## config.mk

```make
export PLATFORM = sky130hd
export DESIGN_NAME = traffic_demand_controller_flat
export DESIGN_NICKNAME = d
export VERILOG_FILES = /design/src/rtl/traffic_demand_controller_if.sv /design/src/rtl/traffic_demand_controller.sv /design/src/flat_wrapper.sv
export SDC_FILE = /design/constraint.sdc
export NUM_CORES = 1
export LEC_CHECK = 0
export CAP_MARGIN = 40
export CORE_MARGIN = 3
export CORE_UTILIZATION = 50
export CTS_BUF_LIST = sky130_fd_sc_hd__clkbuf_4 sky130_fd_sc_hd__clkbuf_8 sky130_fd_sc_hd__clkbuf_16
export CTS_CLUSTER_DIAMETER = 40
export CTS_CLUSTER_SIZE = 40
export DETAILED_ROUTE_END_ITERATION = 16
export PLACE_DENSITY = 0.86
export SLEW_MARGIN = 25
export SYNTH_ARGS = -nofsm -noshare
export SYNTH_HDL_FRONTEND = slang
export SYNTH_SLANG_ARGS = --single-unit
```

## constraint.sdc

```tcl
create_clock -name CLK -period 2.4 [get_ports CLK]
set_clock_uncertainty 0.15 [all_clocks]
set_input_delay 0.36 -clock CLK [delete_from_list [all_inputs] [get_ports CLK]]
set_output_delay 0.36 -clock CLK [all_outputs]
set_load 0.02 [all_outputs]
```

## src/rtl/traffic_demand_controller_if.sv

```systemverilog
// Traffic-history memory port.
// The controller (master) issues one-cycle read or write requests and the
// memory (slave) answers reads with a one-cycle MEM_RVALID strobe some cycles
// later.
//   MEM_REQ     master->slave  request strobe, one cycle per access
//   MEM_WE      master->slave  1 = write, 0 = read (valid with MEM_REQ)
//   MEM_ADDR    master->slave  hour index
//   MEM_WDATA   master->slave  per-hour total to store
//   MEM_RDATA   slave->master  stored total (valid with MEM_RVALID)
//   MEM_RVALID  slave->master  read data valid
interface traffic_demand_controller_if #(
    parameter int HOUR_W = 5,
    parameter int TRAF_W = 10
);
    logic              MEM_REQ;
    logic              MEM_WE;
    logic [HOUR_W-1:0] MEM_ADDR;
    logic [TRAF_W-1:0] MEM_WDATA;
    logic [TRAF_W-1:0] MEM_RDATA;
    logic              MEM_RVALID;

    modport master (
        output MEM_REQ, MEM_WE, MEM_ADDR, MEM_WDATA,
        input  MEM_RDATA, MEM_RVALID
    );

    modport slave (
        input  MEM_REQ, MEM_WE, MEM_ADDR, MEM_WDATA,
        output MEM_RDATA, MEM_RVALID
    );
endinterface

```

## src/rtl/traffic_demand_controller.sv

```systemverilog
// Side-road demand tracker and hourly traffic-total updater.
//
// Demand: each of N_CH side roads accumulates car counts while the main road
// is green; when the running sum passes THRESH the channel raises a one-cycle
// COUNTRY_PULSE and restarts from zero. Leaving green clears all demand.
//
// History: traffic samples are added to a per-hour total held in an external
// memory via read-modify-write (IDLE -> RD_REQ -> RD_WAIT -> WR). One extra
// sample can wait in a pending buffer; further samples for the same hour merge
// into it, samples for another hour are dropped.
//
// Ports:
//   CLK, RST        clock, asynchronous active-high reset
//   MAIN_GREEN      main-road green phase (demand counted only when 1)
//   CAR_VALID       per-channel sample strobe
//   CAR_NUM         per-channel count, channel i at [i*CAR_W +: CAR_W]
//   COUNTRY_PULSE   per-channel one-cycle demand pulse
//   TRAF_VALID      traffic sample strobe
//   TRAF_AMOUNT     traffic sample value
//   HOUR            hour tag of the traffic sample
//   mem             traffic-history memory port (master side)
//   BUSY            update in progress or a sample is pending
//   DROP            one-cycle pulse when a traffic sample is discarded
module traffic_demand_controller #(
    parameter int N_CH   = 2,
    parameter int CAR_W  = 3,
    parameter int ACC_W  = 7,
    parameter int THRESH = 30,
    parameter int HOUR_W = 5,
    parameter int TRAF_W = 10
) (
    input  logic                     CLK,
    input  logic                     RST,
    input  logic                     MAIN_GREEN,
    input  logic [N_CH-1:0]          CAR_VALID,
    input  logic [N_CH*CAR_W-1:0]    CAR_NUM,
    output logic [N_CH-1:0]          COUNTRY_PULSE,
    input  logic                     TRAF_VALID,
    input  logic [CAR_W-1:0]         TRAF_AMOUNT,
    input  logic [HOUR_W-1:0]        HOUR,
    traffic_demand_controller_if.master mem,
    output logic                     BUSY,
    output logic                     DROP
);

    // ------------------------------------------------------------------
    // Demand channels
    // ------------------------------------------------------------------
    localparam logic [ACC_W:0] THRESH_EXT = (ACC_W+1)'(THRESH);
    localparam logic [ACC_W:0] ACC_MAX    = {1'b0, {ACC_W{1'b1}}};

    for (genvar i = 0; i < N_CH; i++) begin : g_ch
        logic [ACC_W-1:0] acc;
        logic             pulse;
        logic [ACC_W:0]   sum;

        // One extra bit so the threshold compare sees the true sum.
        assign sum = {1'b0, acc} + (ACC_W+1)'(CAR_NUM[i*CAR_W +: CAR_W]);
        assign COUNTRY_PULSE[i] = pulse;

        // NOTE: sequential state uses non-blocking assignments so every
        // register samples the pre-edge values, independent of block order.
        always_ff @(posedge CLK or posedge RST) begin
            if (RST) begin
                acc   <= '0;
                pulse <= 1'b0;
            end else begin
                pulse <= 1'b0;
                if (!MAIN_GREEN) begin
                    acc <= '0;
                end else if (CAR_VALID[i]) begin
                    if (sum > THRESH_EXT) begin
                        pulse <= 1'b1;
                        acc   <= '0;
                    end else if (sum > ACC_MAX) begin
                        acc <= '1;
                    end else begin
                        acc <= sum[ACC_W-1:0];
                    end
                end
            end
        end
    end

    // ------------------------------------------------------------------
    // Hourly read-modify-write FSM
    // ------------------------------------------------------------------
    typedef enum logic [1:0] {IDLE, RD_REQ, RD_WAIT, WR} state_t;

    state_t            state, state_nx;
    logic [HOUR_W-1:0] act_hour;
    logic [TRAF_W-1:0] act_amt;
    logic              pend_full;
    logic [HOUR_W-1:0] pend_hour;
    logic [TRAF_W-1:0] pend_amt;
    logic [TRAF_W-1:0] wdata_q;
    logic              drop_q;

    logic [TRAF_W:0]   wsum_full;
    logic [TRAF_W-1:0] wsum;
    logic [TRAF_W:0]   merge_full;
    logic [TRAF_W-1:0] merge_sum;
    logic [TRAF_W-1:0] amt_ext;
    logic              load_new;
    logic              load_pend;
    logic              pend_freed;
    logic              pend_store;
    logic              pend_merge;

    assign amt_ext    = TRAF_W'(TRAF_AMOUNT);
    assign wsum_full  = {1'b0, mem.MEM_RDATA} + {1'b0, act_amt};
    assign wsum       = wsum_full[TRAF_W] ? '1 : wsum_full[TRAF_W-1:0];
    assign merge_full = {1'b0, pend_amt} + {1'b0, amt_ext};
    assign merge_sum  = merge_full[TRAF_W] ? '1 : merge_full[TRAF_W-1:0];

    // The WR cycle hands the pending entry to the active register, so a
    // sample arriving in that same cycle may take the freed slot.
    assign pend_freed = (state == WR) && pend_full;
    assign load_new   = (state == IDLE) && TRAF_VALID;
    assign load_pend  = ((state == IDLE) && !TRAF_VALID && pend_full) || pend_freed;
    assign pend_store = !pend_full || pend_freed;
    assign pend_merge = pend_full && !pend_freed && (HOUR == pend_hour);

    always_ff @(posedge CLK or posedge RST) begin
        if (RST) state <= IDLE;
        else     state <= state_nx;
    end

    // NOTE: every output of this block is given a default before the case,
    // so no path leaves a signal unassigned and no latch is inferred.
    always_comb begin
        state_nx    = state;
        mem.MEM_REQ = 1'b0;
        mem.MEM_WE  = 1'b0;
        case (state)
            IDLE: begin
                if (TRAF_VALID || pend_full) state_nx = RD_REQ;
            end
            RD_REQ: begin
                mem.MEM_REQ = 1'b1;
                state_nx    = RD_WAIT;
            end
            RD_WAIT: begin
                if (mem.MEM_RVALID) state_nx = WR;
            end
            WR: begin
                mem.MEM_REQ = 1'b1;
                mem.MEM_WE  = 1'b1;
                state_nx    = pend_full ? RD_REQ : IDLE;
            end
            default: state_nx = IDLE;
        endcase
    end

    always_ff @(posedge CLK or posedge RST) begin
        if (RST) begin
            act_hour  <= '0;
            act_amt   <= '0;
            pend_full <= 1'b0;
            pend_hour <= '0;
            pend_amt  <= '0;
            wdata_q   <= '0;
            drop_q    <= 1'b0;
        end else begin
            drop_q <= 1'b0;

            if (load_new) begin
                act_hour <= HOUR;
                act_amt  <= amt_ext;
            end else if (load_pend) begin
                act_hour <= pend_hour;
                act_amt  <= pend_amt;
            end

            if (load_pend) pend_full <= 1'b0;

            // Later assignment wins: a refill overrides the clear above.
            if (TRAF_VALID && (state != IDLE)) begin
                if (pend_store) begin
                    pend_full <= 1'b1;
                    pend_hour <= HOUR;
                    pend_amt  <= amt_ext;
                end else if (pend_merge) begin
                    pend_amt <= merge_sum;
                end else begin
                    drop_q <= 1'b1;
                end
            end

            if ((state == RD_WAIT) && mem.MEM_RVALID) wdata_q <= wsum;
        end
    end

    // Address and data are registers, so they hold their last values while idle.
    assign mem.MEM_ADDR  = act_hour;
    assign mem.MEM_WDATA = wdata_q;
    assign BUSY          = (state != IDLE) || pend_full;
    assign DROP          = drop_q;

endmodule

```

## src/flat_wrapper.sv

```systemverilog
// flat-port wrapper written by rule: the top's interface ports become plain ports
module traffic_demand_controller_flat 
#(
    parameter int N_CH   = 2,
    parameter int CAR_W  = 3,
    parameter int ACC_W  = 7,
    parameter int THRESH = 30,
    parameter int HOUR_W = 5,
    parameter int TRAF_W = 10
)
  (CLK, RST, MAIN_GREEN, CAR_VALID, CAR_NUM, COUNTRY_PULSE, TRAF_VALID, TRAF_AMOUNT, HOUR, BUSY, DROP, mem_MEM_REQ, mem_MEM_WE, mem_MEM_ADDR, mem_MEM_WDATA, mem_MEM_RDATA, mem_MEM_RVALID);
  traffic_demand_controller_if #(.HOUR_W(HOUR_W), .TRAF_W(TRAF_W)) mem_i ();
  input  logic CLK;
  input  logic RST;
  input  logic MAIN_GREEN;
  input  logic [N_CH-1:0] CAR_VALID;
  input  logic [N_CH*CAR_W-1:0] CAR_NUM;
  output logic [N_CH-1:0] COUNTRY_PULSE;
  input  logic TRAF_VALID;
  input  logic [CAR_W-1:0] TRAF_AMOUNT;
  input  logic [HOUR_W-1:0] HOUR;
  output logic BUSY;
  output logic DROP;
  output wire logic [$bits(mem_i.MEM_REQ)-1:0] mem_MEM_REQ;
  output wire logic [$bits(mem_i.MEM_WE)-1:0] mem_MEM_WE;
  output wire logic [$bits(mem_i.MEM_ADDR)-1:0] mem_MEM_ADDR;
  output wire logic [$bits(mem_i.MEM_WDATA)-1:0] mem_MEM_WDATA;
  input wire logic [$bits(mem_i.MEM_RDATA)-1:0] mem_MEM_RDATA;
  input wire logic [$bits(mem_i.MEM_RVALID)-1:0] mem_MEM_RVALID;
  assign mem_MEM_REQ = mem_i.MEM_REQ;
  assign mem_MEM_WE = mem_i.MEM_WE;
  assign mem_MEM_ADDR = mem_i.MEM_ADDR;
  assign mem_MEM_WDATA = mem_i.MEM_WDATA;
  assign mem_i.MEM_RDATA = mem_MEM_RDATA;
  assign mem_i.MEM_RVALID = mem_MEM_RVALID;
  traffic_demand_controller #(.N_CH(N_CH), .CAR_W(CAR_W), .ACC_W(ACC_W), .THRESH(THRESH), .HOUR_W(HOUR_W), .TRAF_W(TRAF_W)) u_core (.CLK(CLK), .RST(RST), .MAIN_GREEN(MAIN_GREEN), .CAR_VALID(CAR_VALID), .CAR_NUM(CAR_NUM), .COUNTRY_PULSE(COUNTRY_PULSE), .TRAF_VALID(TRAF_VALID), .TRAF_AMOUNT(TRAF_AMOUNT), .HOUR(HOUR), .mem(mem_i), .BUSY(BUSY), .DROP(DROP));
endmodule
```

; ---- Word level (Yosys, flattened, before mapping)
; Index checks and enable logic that the tools add are counted.
[classes]
n_lt_le_gt_ge = 4
muxes = 34
add_sub_neg = 4
n_reduce_logical = 23
eq_ne = 8
[ops]
columns = cell, n
row1 = 10-bit 2-to-1 mux, 6
row2 = 7-bit 2-to-1 mux, 8
row3 = 7-bit by 3-bit adder with 8-bit output, 2
row4 = "8-bit by 5-bit greater-than comparator with 1-bit output, second input constant", 2
row5 = "8-bit by 7-bit greater-than comparator with 1-bit output, second input constant", 2
row6 = 1-bit 2-to-1 mux, 15
row7 = 10-bit by 10-bit adder with 11-bit output, 1
row8 = 10-bit by 3-bit adder with 11-bit output, 1
row9 = 5-bit 2-to-1 mux, 2
row10 = 1-bit logical AND, 8
row11 = 2-bit case mux with 4 select lines, 1
row12 = 2-bit AND reduction, 3
row13 = 2-bit nonzero test, 3
row14 = 5-bit equality test, 1
row15 = "2-bit equality test, second input constant", 2
row16 = 1-bit logical OR, 4
row17 = 2-bit 2-to-1 mux, 2
row18 = "2-bit by 1-bit != test with 1-bit output, second input constant", 2
row19 = "2-bit != test, second input constant", 2
row20 = 1-bit zero test, 3
row21 = "2-bit by 1-bit equality test with 1-bit output, second input constant", 1
row22 = 2-bit zero test, 1
row23 = 2-bit OR reduction, 1
[totals]
inputBits = 31
reg_bits = 60
word_cells = 85

; ---- Longest topological paths before layout
; Gate-level depths: netlist of the first run.
[logic_depth]
word_depth = 8
mapped_depth = 10

; ---- Worst setup path after synthesis of the first run
; No wires, ideal clock.
[synth_timing]
kind = input port to flip-flop
startpoint = input CAR_NUM[0]
endpoint = register u_core.g_ch[0].acc[1]
path_stages = 7
path_slack_ps = 101
setup_time_ps = 101
path_buffers = 0
arrival_time_ps = 2048
path_cell_list = ha_1 fa_1 a21oi_1 nand2_1 mux2_4 a311o_1 o32ai_1
[synth_between]
elab_chain_cells = 6
elab_cells_between_ends = 7
cone_classes = 1 x add/sub / 2 x order compare / 4 x mux
[synth_rtl]
columns = element, line
row1 = from (decl), flat_wrapper.sv:17  ; input logic [N_CH*CAR_W-1:0] CAR_NUM;
row2 = 7-bit by 3-bit adder with 8-bit output *, traffic_demand_controller.sv:58  ; assign sum = {1'b0, acc} + (ACC_W+1)'(CAR_NUM[i*CAR_W +: CAR_W]);
row3 = 8-bit by 7-bit greater-than comparator with 1-bit output, traffic_demand_controller.sv:75  ; end else if (sum > ACC_MAX) begin
row4 = 7-bit 2-to-1 mux, traffic_demand_controller.sv:75
row5 = 7-bit 2-to-1 mux *, traffic_demand_controller.sv:72  ; if (sum > THRESH_EXT) begin
row6 = 7-bit 2-to-1 mux *, traffic_demand_controller.sv:71  ; end else if (CAR_VALID[i]) begin
row7 = 7-bit 2-to-1 mux *, traffic_demand_controller.sv:69  ; if (!MAIN_GREEN) begin
row8 = to (signal assigned), traffic_demand_controller.sv:78  ; acc <= sum[ACC_W-1:0];
row9 = to (decl), traffic_demand_controller.sv:53  ; logic [ACC_W-1:0] acc;
; Mark *: on every way between the ends. The rest lies on a longest branch, timed or not. The select of a mux whose other input is x is not followed.
; A chain may end at the register's enable or synchronous reset.

; ---- Worst setup path in the final report of the first run
[layout_timing]
startpoint = input CAR_NUM[3]
endpoint = register u_core.g_ch[1].acc[0]
[layout_between]
elab_chain_cells = 6
elab_cells_between_ends = 7
cone_classes = 1 x add/sub / 2 x order compare / 4 x mux
[layout_rtl]
columns = element, line
row1 = 7-bit by 3-bit adder with 8-bit output *, traffic_demand_controller.sv:58
row2 = 8-bit by 7-bit greater-than comparator with 1-bit output, traffic_demand_controller.sv:75
row3 = 7-bit 2-to-1 mux, traffic_demand_controller.sv:75
row4 = 7-bit 2-to-1 mux *, traffic_demand_controller.sv:72
row5 = 7-bit 2-to-1 mux *, traffic_demand_controller.sv:71
row6 = 7-bit 2-to-1 mux *, traffic_demand_controller.sv:69
row7 = to (signal assigned), traffic_demand_controller.sv:78
row8 = to (decl), traffic_demand_controller.sv:53
; Marks and branches as above.

==> results of run 1 <==
## worst max-delay path, delay by kind of cell
family          cells  cell delay [ns]
compound gates      2             0.66
xor+xnor            1             0.14
fa+ha+maj           2             0.55
buf+inv             2             0.54
simple gates        1             0.20
## cell usage in the layout, fill, tap and decap left out, types with 3 or more instances in the layout
cell type | netlist | routed
nor2_1 | 37 | 37
a211oi_1 | 5 | 4
mux2i_1 | 7 | 7
o21a_1 | 3 | 3
o32ai_2 | 0 | 6
clkbuf_4 | 0 | 4
clkdlybuf4s50_1 | 0 | 47
and3b_1 | 5 | 5
a21oi_2 | 0 | 3
xnor2_1 | 7 | 7
clkbuf_8 | 0 | 11
o32ai_1 | 10 | 4
and3_1 | 5 | 5
nand2_1 | 50 | 50
nor2b_1 | 8 | 7
dfrtp_1 | 60 | 60
a21oi_1 | 38 | 35
mux2_2 | 9 | 9
xor2_1 | 9 | 9
a21o_1 | 6 | 6
nor3_1 | 4 | 3
nand2b_1 | 4 | 4
inv_1 | 11 | 10
buf_4 | 2 | 43
o21ai_0 | 18 | 18
ha_1 | 23 | 20
nand3_1 | 8 | 8
ha_2 | 0 | 3
a31oi_1 | 5 | 5
## state kept, by name, indices dropped and copies added (netlist names)
signal	count
u_core.g_ch.pulse	2
u_core.pend_full	1
u_core.pend_hour	5
u_core.g_ch.acc	14
u_core.act_amt	10
u_core.state	2
u_core.DROP	1
u_core.mem.MEM_ADDR	5
u_core.pend_amt	10
u_core.mem.MEM_WDATA	10
## per-stage QoR
stage	total power, mW	hold slack [ns]	TNS [ns]	cells
detailed placement	3.94	0.368	-9.14	556
floorplan	3.03	0.301	0	380
finish	4.94	0.238	0	574
CTS	4.91	0.258	-0.0202	573
global placement	3.83	0.354	-7.44	556
global route	5.30	0.294	-0.0880	574
## kinds of logic after synthesis
kind of cell,synth area share
flops,0.418
xor+xnor,0.0390
buf+inv,0.0279
fa+ha+maj,0.102
simple gates,0.170
mux,0.0519
compound gates,0.191
## repair_timing
action / CTS / global route
endpoints found under the setup margin: 20 / 20
pin swaps: 5 / 7
buffers inserted: 1 / 1
gates resized for setup: 9 / 18
## layer usage
layer | GRT usage | wire length (µm) | vias up | share of wire
met5 | 0 | 0 | - | 0
met4 | 0.0995 | 106 | 0 | 0.012
met3 | 0.0375 | 320 | 10 | 0.038
met2 | 0.379 | 4480 | 77 | 0.53
met1 | 0.259 | 3620 | 1562 | 0.42
li1 | - | - | 1555 | -
## area by class of cell
class	instances	area, µm²	area share
clock buffers	15	181	0.0375
clock inverters	1	30.0	0.00621
flip-flops and latches	60	1500	0.310
repair buffers	95	856	0.177
well taps	96	120	0.0248
inverters	11	41.3	0.00854
multi-input cells	296	2110	0.435
## path summary, 6_finish.rpt
| kind | from | endpoint | cells after the start |
|---|---|---|---|
| setup / recovery | CAR_NUM[3] | u_core.g_ch[1].acc[0] | 8 |
| hold / removal | RST | u_core.g_ch[0].acc[5] | 3 |
| setup reg to reg | u_core.g_ch[0].acc[0] | u_core.g_ch[0].acc[0] | 7 |
| hold reg to reg | u_core.mem.MEM_WDATA[0] | u_core.mem.MEM_WDATA[0] | 2 |
| max in group asynchronous | RST | u_core.act_amt[4] | 3 |
| min in group CLK | u_core.mem.MEM_WDATA[0] | u_core.mem.MEM_WDATA[0] | 2 |
## power by group through the flow
stage | logic (mW) | registers [mW] | clock network [mW]
2_1_floorplan | 1.35 | 1.68 | 0
3_3_place_gp | 2.28 | 1.55 | 0
3_5_place_dp | 2.37 | 1.57 | 0
4_1_cts | 2.38 | 1.55 | 0.976
5_1_grt | 2.67 | 1.61 | 1.02
6_report | 2.42 | 1.56 | 0.964
## synth_stat cells (5+ instances only)
cell type and instances:
dfrtp_1 60, nand2_1 50, a21oi_1 38, nor2_1 37, ha_1 23, o21ai_0 18
inv_1 11, o32ai_1 10, mux2_2 9, xor2_1 9, clkbuf_1 8, nand3_1 8
nor2b_1 8, mux2i_1 7, xnor2_1 7, a21o_1 6, a211oi_1 5, a31oi_1 5
and3_1 5, and3b_1 5
==> results.cfg, run 1 <==
[outcome]
outcome = finished clean

[floorplanning]
rows = 30
dieArea_um2 = 8240
pin_count = 52
start_util = 0.523
die_x_um = 90.8
core_um2 = 6870
die_h_um = 90.8

[job]
cap_violations = 0

[setup_path]
worstPathRequired_ns = 2.48
worstPathArrival_ns = 2.46
cp_max_fo = 6
crit_path_end_kind = flop
cpMaxStageDelayCell = clkdlybuf4s50_1
startpoint_type = primary input
critical_path_class = primary input to flop
max_stage_delay_ns = 0.40
path_cells = clkdlybuf4s50_1, ha_2, fa_2, buf_4, xor2_1, and4_1, a211o_4, o32ai_2
rrSetupSlack_ns = 0.05

[route]
avgRoutedWirePerCell_um = 14.9
vias_per_cell = 5.58
wl_um = 8530
remaining_drc_errors = 0
dr.pass1.iters = 4
drtIter0Drc = 232
routed-via-count = 3204
postRouteAntennaNets = 0

[layout]
fin_nets = 531
drive_gt1_frac = 0.197
nFillCells = 508
area_delta_synth_final_pct = 34.6
num_antenna_cells = 0
fin_util = 0.704
fin_area_um2 = 4840

[min_path]
hp-class = primary input to asynchronous set/reset pin

[clock_network]
cts_root_buf = clkbuf_8
clk_pin_slew_ns = 0.07
insertion_delay_ns = 0.34
clock_path_buffers = 2
holdBufCountCts = 0
numClockSinks = 60
cts_tree = built
htree_levels = 3
numCtsBuffers = 9

[sta]
finalSetupViolations = 0
hold_viol = 0
setup_ws_ns = 0.0237
finalMaxSlewViolations = 0
worstMarginPinSlew_ns = 0.507
maxSlewHeadroom = 0.662
fmax_mhz = 421
period_share = 0.990
fin_crit_ns = 2.38

[power]
switching_share = 0.379
switchingPower_mw = 1.87
clockPowerShare = 0.195
power.density_nw_per_um2 = 1020
p_int_mw = 3.07
leakagePower_nw = 2.18
power.share.combinational = 0.490
seq_power_share = 0.315
vdd_ir_drop_max_mv = 0.456

[grt]
antenna_found_initial = 0
grt_use_total = 0.217
grt_pass1_wl_um = 14700
grt_remaining_overflow = 0
grt_max_degree = 61
grt_pass1_vias = 3249

[logic_synthesis]
yosys.cell_types.count = 53
synth.cell_area_um2 = 3590
avgSynthCellArea_um2 = 9.45
yosysSeqAreaShare = 0.418
synth_flop_cell = dfrtp_1
synth_edf_count = 0
yosys_warnings = 0
synth.ff_latch_count = 60
async_flop_share = 1.00
synth_area_leaders = dfrtp_1 (42%), ha_1 (8.0%), a21oi_1 (5.3%)
yosysTopAreaCell = dfrtp_1
syn_inst = 380
synth_top_area_share = 0.418
syn-num-nets = 438

[place]
portBuffers = 51
post_dp_cell_area_um2 = 4490
place.detailed.hpwl_um = 6180
gp_congestion = 0.860
pre_cts_slack_ns = -0.543
Note: power is estimated with default switching activity, not from simulation.
==> run 2, diff against run 1 <==
Settings changed: CORE_ASPECT_RATIO set to 1.5, CORE_UTILIZATION 50 to 55, PLACE_DENSITY 0.86 to 0.9.
Clock period 2.4 ns to 2.2 ns, I/O delays scaled along.
==> run 2 against run 1 <==
The flow now finishes with violations (negative setup slack). Critical endpoint is now u_core.g_ch[0].acc[1]. Worst setup slack got worse by 0.26 ns. Sequential share of layout area decreased by 1.5 points. Total power increased by 17%. Routed wire length increased by 25%. Global-route usage increased by 5.8 points. Design area increased by 5.2%. First-iteration DRC count decreased by 41%. Combinational power increased by 26%.
==> results.cfg, run 2 (synthesis gave the netlist of run 1 again) <==
[setup_path]
startpoint_type = primary input
worstPathRequired_ns = 2.30
cp_max_fo = 6
crit_path_end_kind = flop
worstPathArrival_ns = 2.54
critical_path_class = primary input to flop

[outcome]
outcome = finished with violations
failed_checks = negative setup slack

[sta]
fin_crit_ns = 2.44
finalSetupViolations = 20
period_share = 1.11
fmax_mhz = 410
maxSlewHeadroom = 0.683
hold_viol = 0
rsz0062_at_grt = yes
finalMaxSlewViolations = 0
setup_ws_ns = -0.239
worstMarginPinSlew_ns = 0.474
timing.hold.ws_ns = 0.204

[layout]
num_antenna_cells = 0
largest_reg_flops = 14
fin_nets = 547
largest-register = u_core.g_ch.acc
area_delta_synth_final_pct = 41.6
fin_util = 0.818
drive_gt1_frac = 0.272
final_cell_mix = dfrtp_1 (60), buf_4 (56), nand2_1 (50)
layout_commonest_cell = dfrtp_1

[floorplanning]
core_um2 = 6220
start_util = 0.578
dieArea_um2 = 7560
die_x_um = 72.0
rows = 35
pin_count = 52
die_h_um = 105

[place]
gp_congestion = 0.935
portBuffers = 51
place.detailed.hpwl_um = 6770

[grt]
grt_use_total = 0.275
grt_pass1_wl_um = 16300
grt_remaining_overflow = 0
antenna_found_initial = 0
grt_max_degree = 61
grt_pass1_vias = 3592

[clock_network]
cts_tree = built
numClockSinks = 60
holdBufCountCts = 0
numCtsBuffers = 9
clk_pin_slew_ns = 0.07
cts_root_buf = clkbuf_8
htree_levels = 3
insertion_delay_ns = 0.35
clock_path_buffers = 2

[power]
leakagePower_nw = 2.29
power.density_nw_per_um2 = 1140
vdd_ir_drop_max_mv = 0.577

[route]
dr.pass1.iters = 5
postRouteAntennaNets = 0
vias_per_cell = 6.14
drtIter0Drc = 137
avgRoutedWirePerCell_um = 18.8
routed-via-count = 3476
remaining_drc_errors = 0
wl_um = 10700

[min_path]
hp-class = primary input to asynchronous set/reset pin

[job]
cap_violations = 0
-- run 2: cell types whose count changed in the layout (fill, tap and decap cells not counted), moves of 3 or more --
cell,previous run,this run
a21oi_2,3,8
ha_1,20,17
buf_4,43,56
buf_6,0,3
clkbuf_4,4,1
a21oi_1,35,29
ha_4,0,4
-- run 2: path summary, 6_finish.rpt --
kind,start,endpoint,slack [ns],depth (start not counted)
max in group asynchronous,RST,u_core.g_ch[1].acc[0],1.41,3
min in group CLK,mem_MEM_RDATA[0],u_core.mem.MEM_WDATA[0],0.36,4
min reg2reg,u_core.mem.MEM_WDATA[1],u_core.mem.MEM_WDATA[1],0.38,2
max,CAR_NUM[1],u_core.g_ch[0].acc[1],-0.24,7
min,RST,u_core.g_ch[0].acc[3],0.20,3
max reg2reg,u_core.g_ch[0].acc[0],u_core.g_ch[0].acc[1],-0.22,8
-- run 2: power breakdown --
| group | switching, mW | internal [mW] | leakage, nW |
|---|---|---|---|
| Clock | 0.429 | 0.583 | 0.102 |
| Sequential | 0.295 | 1.44 | 0.759 |
| Combinational | 1.61 | 1.44 | 1.43 |
| Total | 2.33 | 3.46 | 2.29 |
-- run 2: timing repair --
action,in CTS,in global routing
pin swaps,20,17
resized for setup,29,35
setup endpoints to repair,29,31
buffers inserted,5,6
-- run 2: layout make-up --
| class | instances | area (µm²) |
|---|---|---|
| clock inverters | 2 | 35.0 |
| repair buffers | 111 | 977 |
| fillers | 348 | 1130 |
| inverters | 11 | 41.3 |
| flip-flops and latches | 60 | 1500 |
| well taps | 74 | 92.6 |
| multi-input cells | 296 | 2280 |
| clock buffers | 12 | 159 |
-- run 2: through the flow --
step                      worst slack (ns)  instance area, µm²  std cells  TNS, ns  total power [mW]
after global routing                -0.355                5090        566    -3.41              6.13
final                               -0.239                5090        566    -2.28              5.79
after floorplan                  0.0000586                3600        380        0              3.31
after detailed placement            -0.580                4530        541   -14.03              4.39
after CTS                           -0.182                4880        560    -1.09              5.50
after global placement              -0.494                4530        541   -12.38              4.22
-- run 2: critical path, cell delays in order --
cell and delay, ns:
clkdlybuf4s50_1 0.47, ha_1 0.35, a211oi_2 0.28, nor3_2 0.11
mux2_4 0.31, a311o_2 0.43, o32ai_2 0.27
-- run 2: metal layers --
metal | track usage | routed length, µm | vias to the layer above
met5 | 0 | 0 | -
li1 | - | - | 1585
met4 | 0.141 | 487 | 0
met2 | 0.528 | 6140 | 128
met1 | 0.261 | 3580 | 1716
met3 | 0.0558 | 445 | 47
==> run 3, diff against run 2 <==
Settings changed: CTS_CLUSTER_SIZE 40 to unset, PLACE_DENSITY 0.9 to unset, PLACE_DENSITY_LB_ADDON set to 0.08.
==> run 3 against run 2 <==
Global-route usage down 2.8 points. The run still ends with negative setup slack left. Sequential share of layout area down 0.32 points. Flip-flop and latch count unchanged. Register-to-register slack better by 0.04 ns. Total power up 2.0%. Critical path depth unchanged. Sequential power about the same. Hold slack worse by 0.059 ns. Critical endpoint is now u_core.g_ch[0].acc[2]. Combinational power down 3%. Largest cell class unchanged. Largest power group unchanged. First-iteration DRC count down 4.4%.
==> results.cfg, run 3 (synthesis gave the netlist of run 1 again) <==
[route]
dr.pass1.iters = 4
drtIter0Drc = 131
wl_um = 9180
postRouteAntennaNets = 0
remaining_drc_errors = 0
routed-via-count = 3307
vias_per_cell = 5.76
avgRoutedWirePerCell_um = 16.0

[setup_path]
worstPathRequired_ns = 2.29
cp-startpoint = u_core.g_ch[0].acc[0]
cp_max_fo = 6
rr_worst_depth = 7
critical_path_class = flop to flop
crit_path_end_kind = flop
rrSetupSlack_ns = -0.18
crit_end = u_core.g_ch[0].acc[2]
startpoint_type = flop
reg2reg_to = u_core.g_ch[0].acc[2]
rr_startpoint = u_core.g_ch[0].acc[0]
worstPathArrival_ns = 2.47

[power]
leakagePower_nw = 2.33
finalPower_mw = 5.91
switchingPower_mw = 2.20
p_int_mw = 3.71
power.density_nw_per_um2 = 1150
power.share.combinational = 0.502
seq_power_share = 0.287
clockPowerShare = 0.211
vdd_ir_drop_max_mv = 0.824
switching_share = 0.373

[layout]
drive_gt1_frac = 0.268
num_antenna_cells = 0
final_cell_mix = buf_4 (61), dfrtp_1 (60), nand2_1 (50)
layout_commonest_cell = buf_4
fin_nets = 553
finalNonFillerCells = 574
area_delta_synth_final_pct = 43.2
largest_reg_flops = 14
largest-register = u_core.g_ch.acc

[sta]
finalMaxSlewViolations = 0
fmax_mhz = 420
fin_crit_ns = 2.38
setup_ws_ns = -0.183
timing.hold.ws_ns = 0.145
maxSlewHeadroom = 0.649
rsz0062_at_grt = yes
setup_tns_ns = -1.07
hold_viol = 0
finalSetupViolations = 10
worstMarginPinSlew_ns = 0.523
period_share = 1.08

[place]
portBuffers = 51
placed_cells = 546
pre_cts_slack_ns = -0.579
place.detailed.hpwl_um = 6310
gp_congestion = 0.875

[grt]
antenna_found_initial = 0
grt_pass1_vias = 3389
grt_pass1_wl_um = 15000
grt_max_degree = 45
grt_remaining_overflow = 0
grt_use_total = 0.247

[clock_network]
htree_levels = 3
holdBufCountCts = 0
clock_path_buffers = 2
cts_tree = built
insertion_delay_ns = 0.34
cts_root_buf = clkbuf_8
clk_pin_slew_ns = 0.07
numCtsBuffers = 9
numClockSinks = 60

[floorplanning]
die_x_um = 72.0
core_um2 = 6220
rows = 35
die_h_um = 105
start_util = 0.578
dieArea_um2 = 7560
pin_count = 52

[min_path]
hp-class = primary input to asynchronous set/reset pin

[outcome]
outcome = finished with violations
failed_checks = negative setup slack

[job]
cap_violations = 0
## run 3: changes by cell type in the layout (fill, tap and decap cells not counted), sizes merged
cell           previous run  this run
bufinv                    1         3
clkdlybuf4s50            45        43
buf                      60        66
clkinvlp                  0         1
clkinv                    1         2
dlygate4sd2               4         6
dlymetal6s2s              1         2
clkbuf                   13        10
## run 3: stage by stage
stage                     utilization  area [µm²]
after floorplan                     -        3600
after global placement          0.738        4590
after detailed placement        0.738        4590
after CTS                       0.799        4970
after global routing            0.827        5140
final                           0.827        5140
## run 3: worst max-delay path, cell delays in order (launching register included)
cell and delay, ns:
dfrtp_1 0.41, ha_2 0.22, fa_2 0.39, a21oi_2 0.15, nand2_1 0.06, mux2_4 0.27
a311o_2 0.39, o32ai_2 0.24
## run 3: layout make-up
type	instances	area, µm²
multi-input combinational	296	2210
clock buffer	10	138
fill	398	1070
timing repair buffer	117	1050
sequential	60	1500
inverter	11	41.3
clock inverter	6	111
tap	74	92.6
## run 3: layer usage
layer | up-vias | GRT usage | wire length, µm
met5 | - | 0 | 0
met4 | 0 | 0.0833 | 159
met3 | 19 | 0.0452 | 317
met2 | 70 | 0.468 | 5280
met1 | 1617 | 0.265 | 3420
li1 | 1601 | - | -
## run 3: how the worst min path moves through the flow
stage                              endpoint  slack (ns)  depth (start not counted)
CTS                   u_core.g_ch[0].acc[0]        0.16                          2
detailed placement  u_core.mem.MEM_WDATA[2]        0.37                          2
global placement    u_core.mem.MEM_WDATA[1]        0.35                          2
floorplan             u_core.g_ch[0].acc[1]        0.27                          1
finish                 u_core.g_ch[0].pulse        0.14                          2
global route          u_core.g_ch[0].acc[0]        0.16                          2
## run 3: power groups by stage
| stage | clock network (mW) | logic [mW] | registers [mW] |
|---|---|---|---|
| global route | 1.31 | 3.24 | 1.74 |
| floorplan | 0 | 1.48 | 1.83 |
| CTS | 1.25 | 2.77 | 1.69 |
| detailed placement | 0 | 2.72 | 1.71 |
| global placement | 0 | 2.65 | 1.69 |
| finish | 1.25 | 2.97 | 1.70 |
## run 3: timing repair
item                       4_1_cts  5_1_grt
resized for setup               26       27
setup buffers                    4        8
pin swaps                       16       13
setup endpoints to repair       30       29
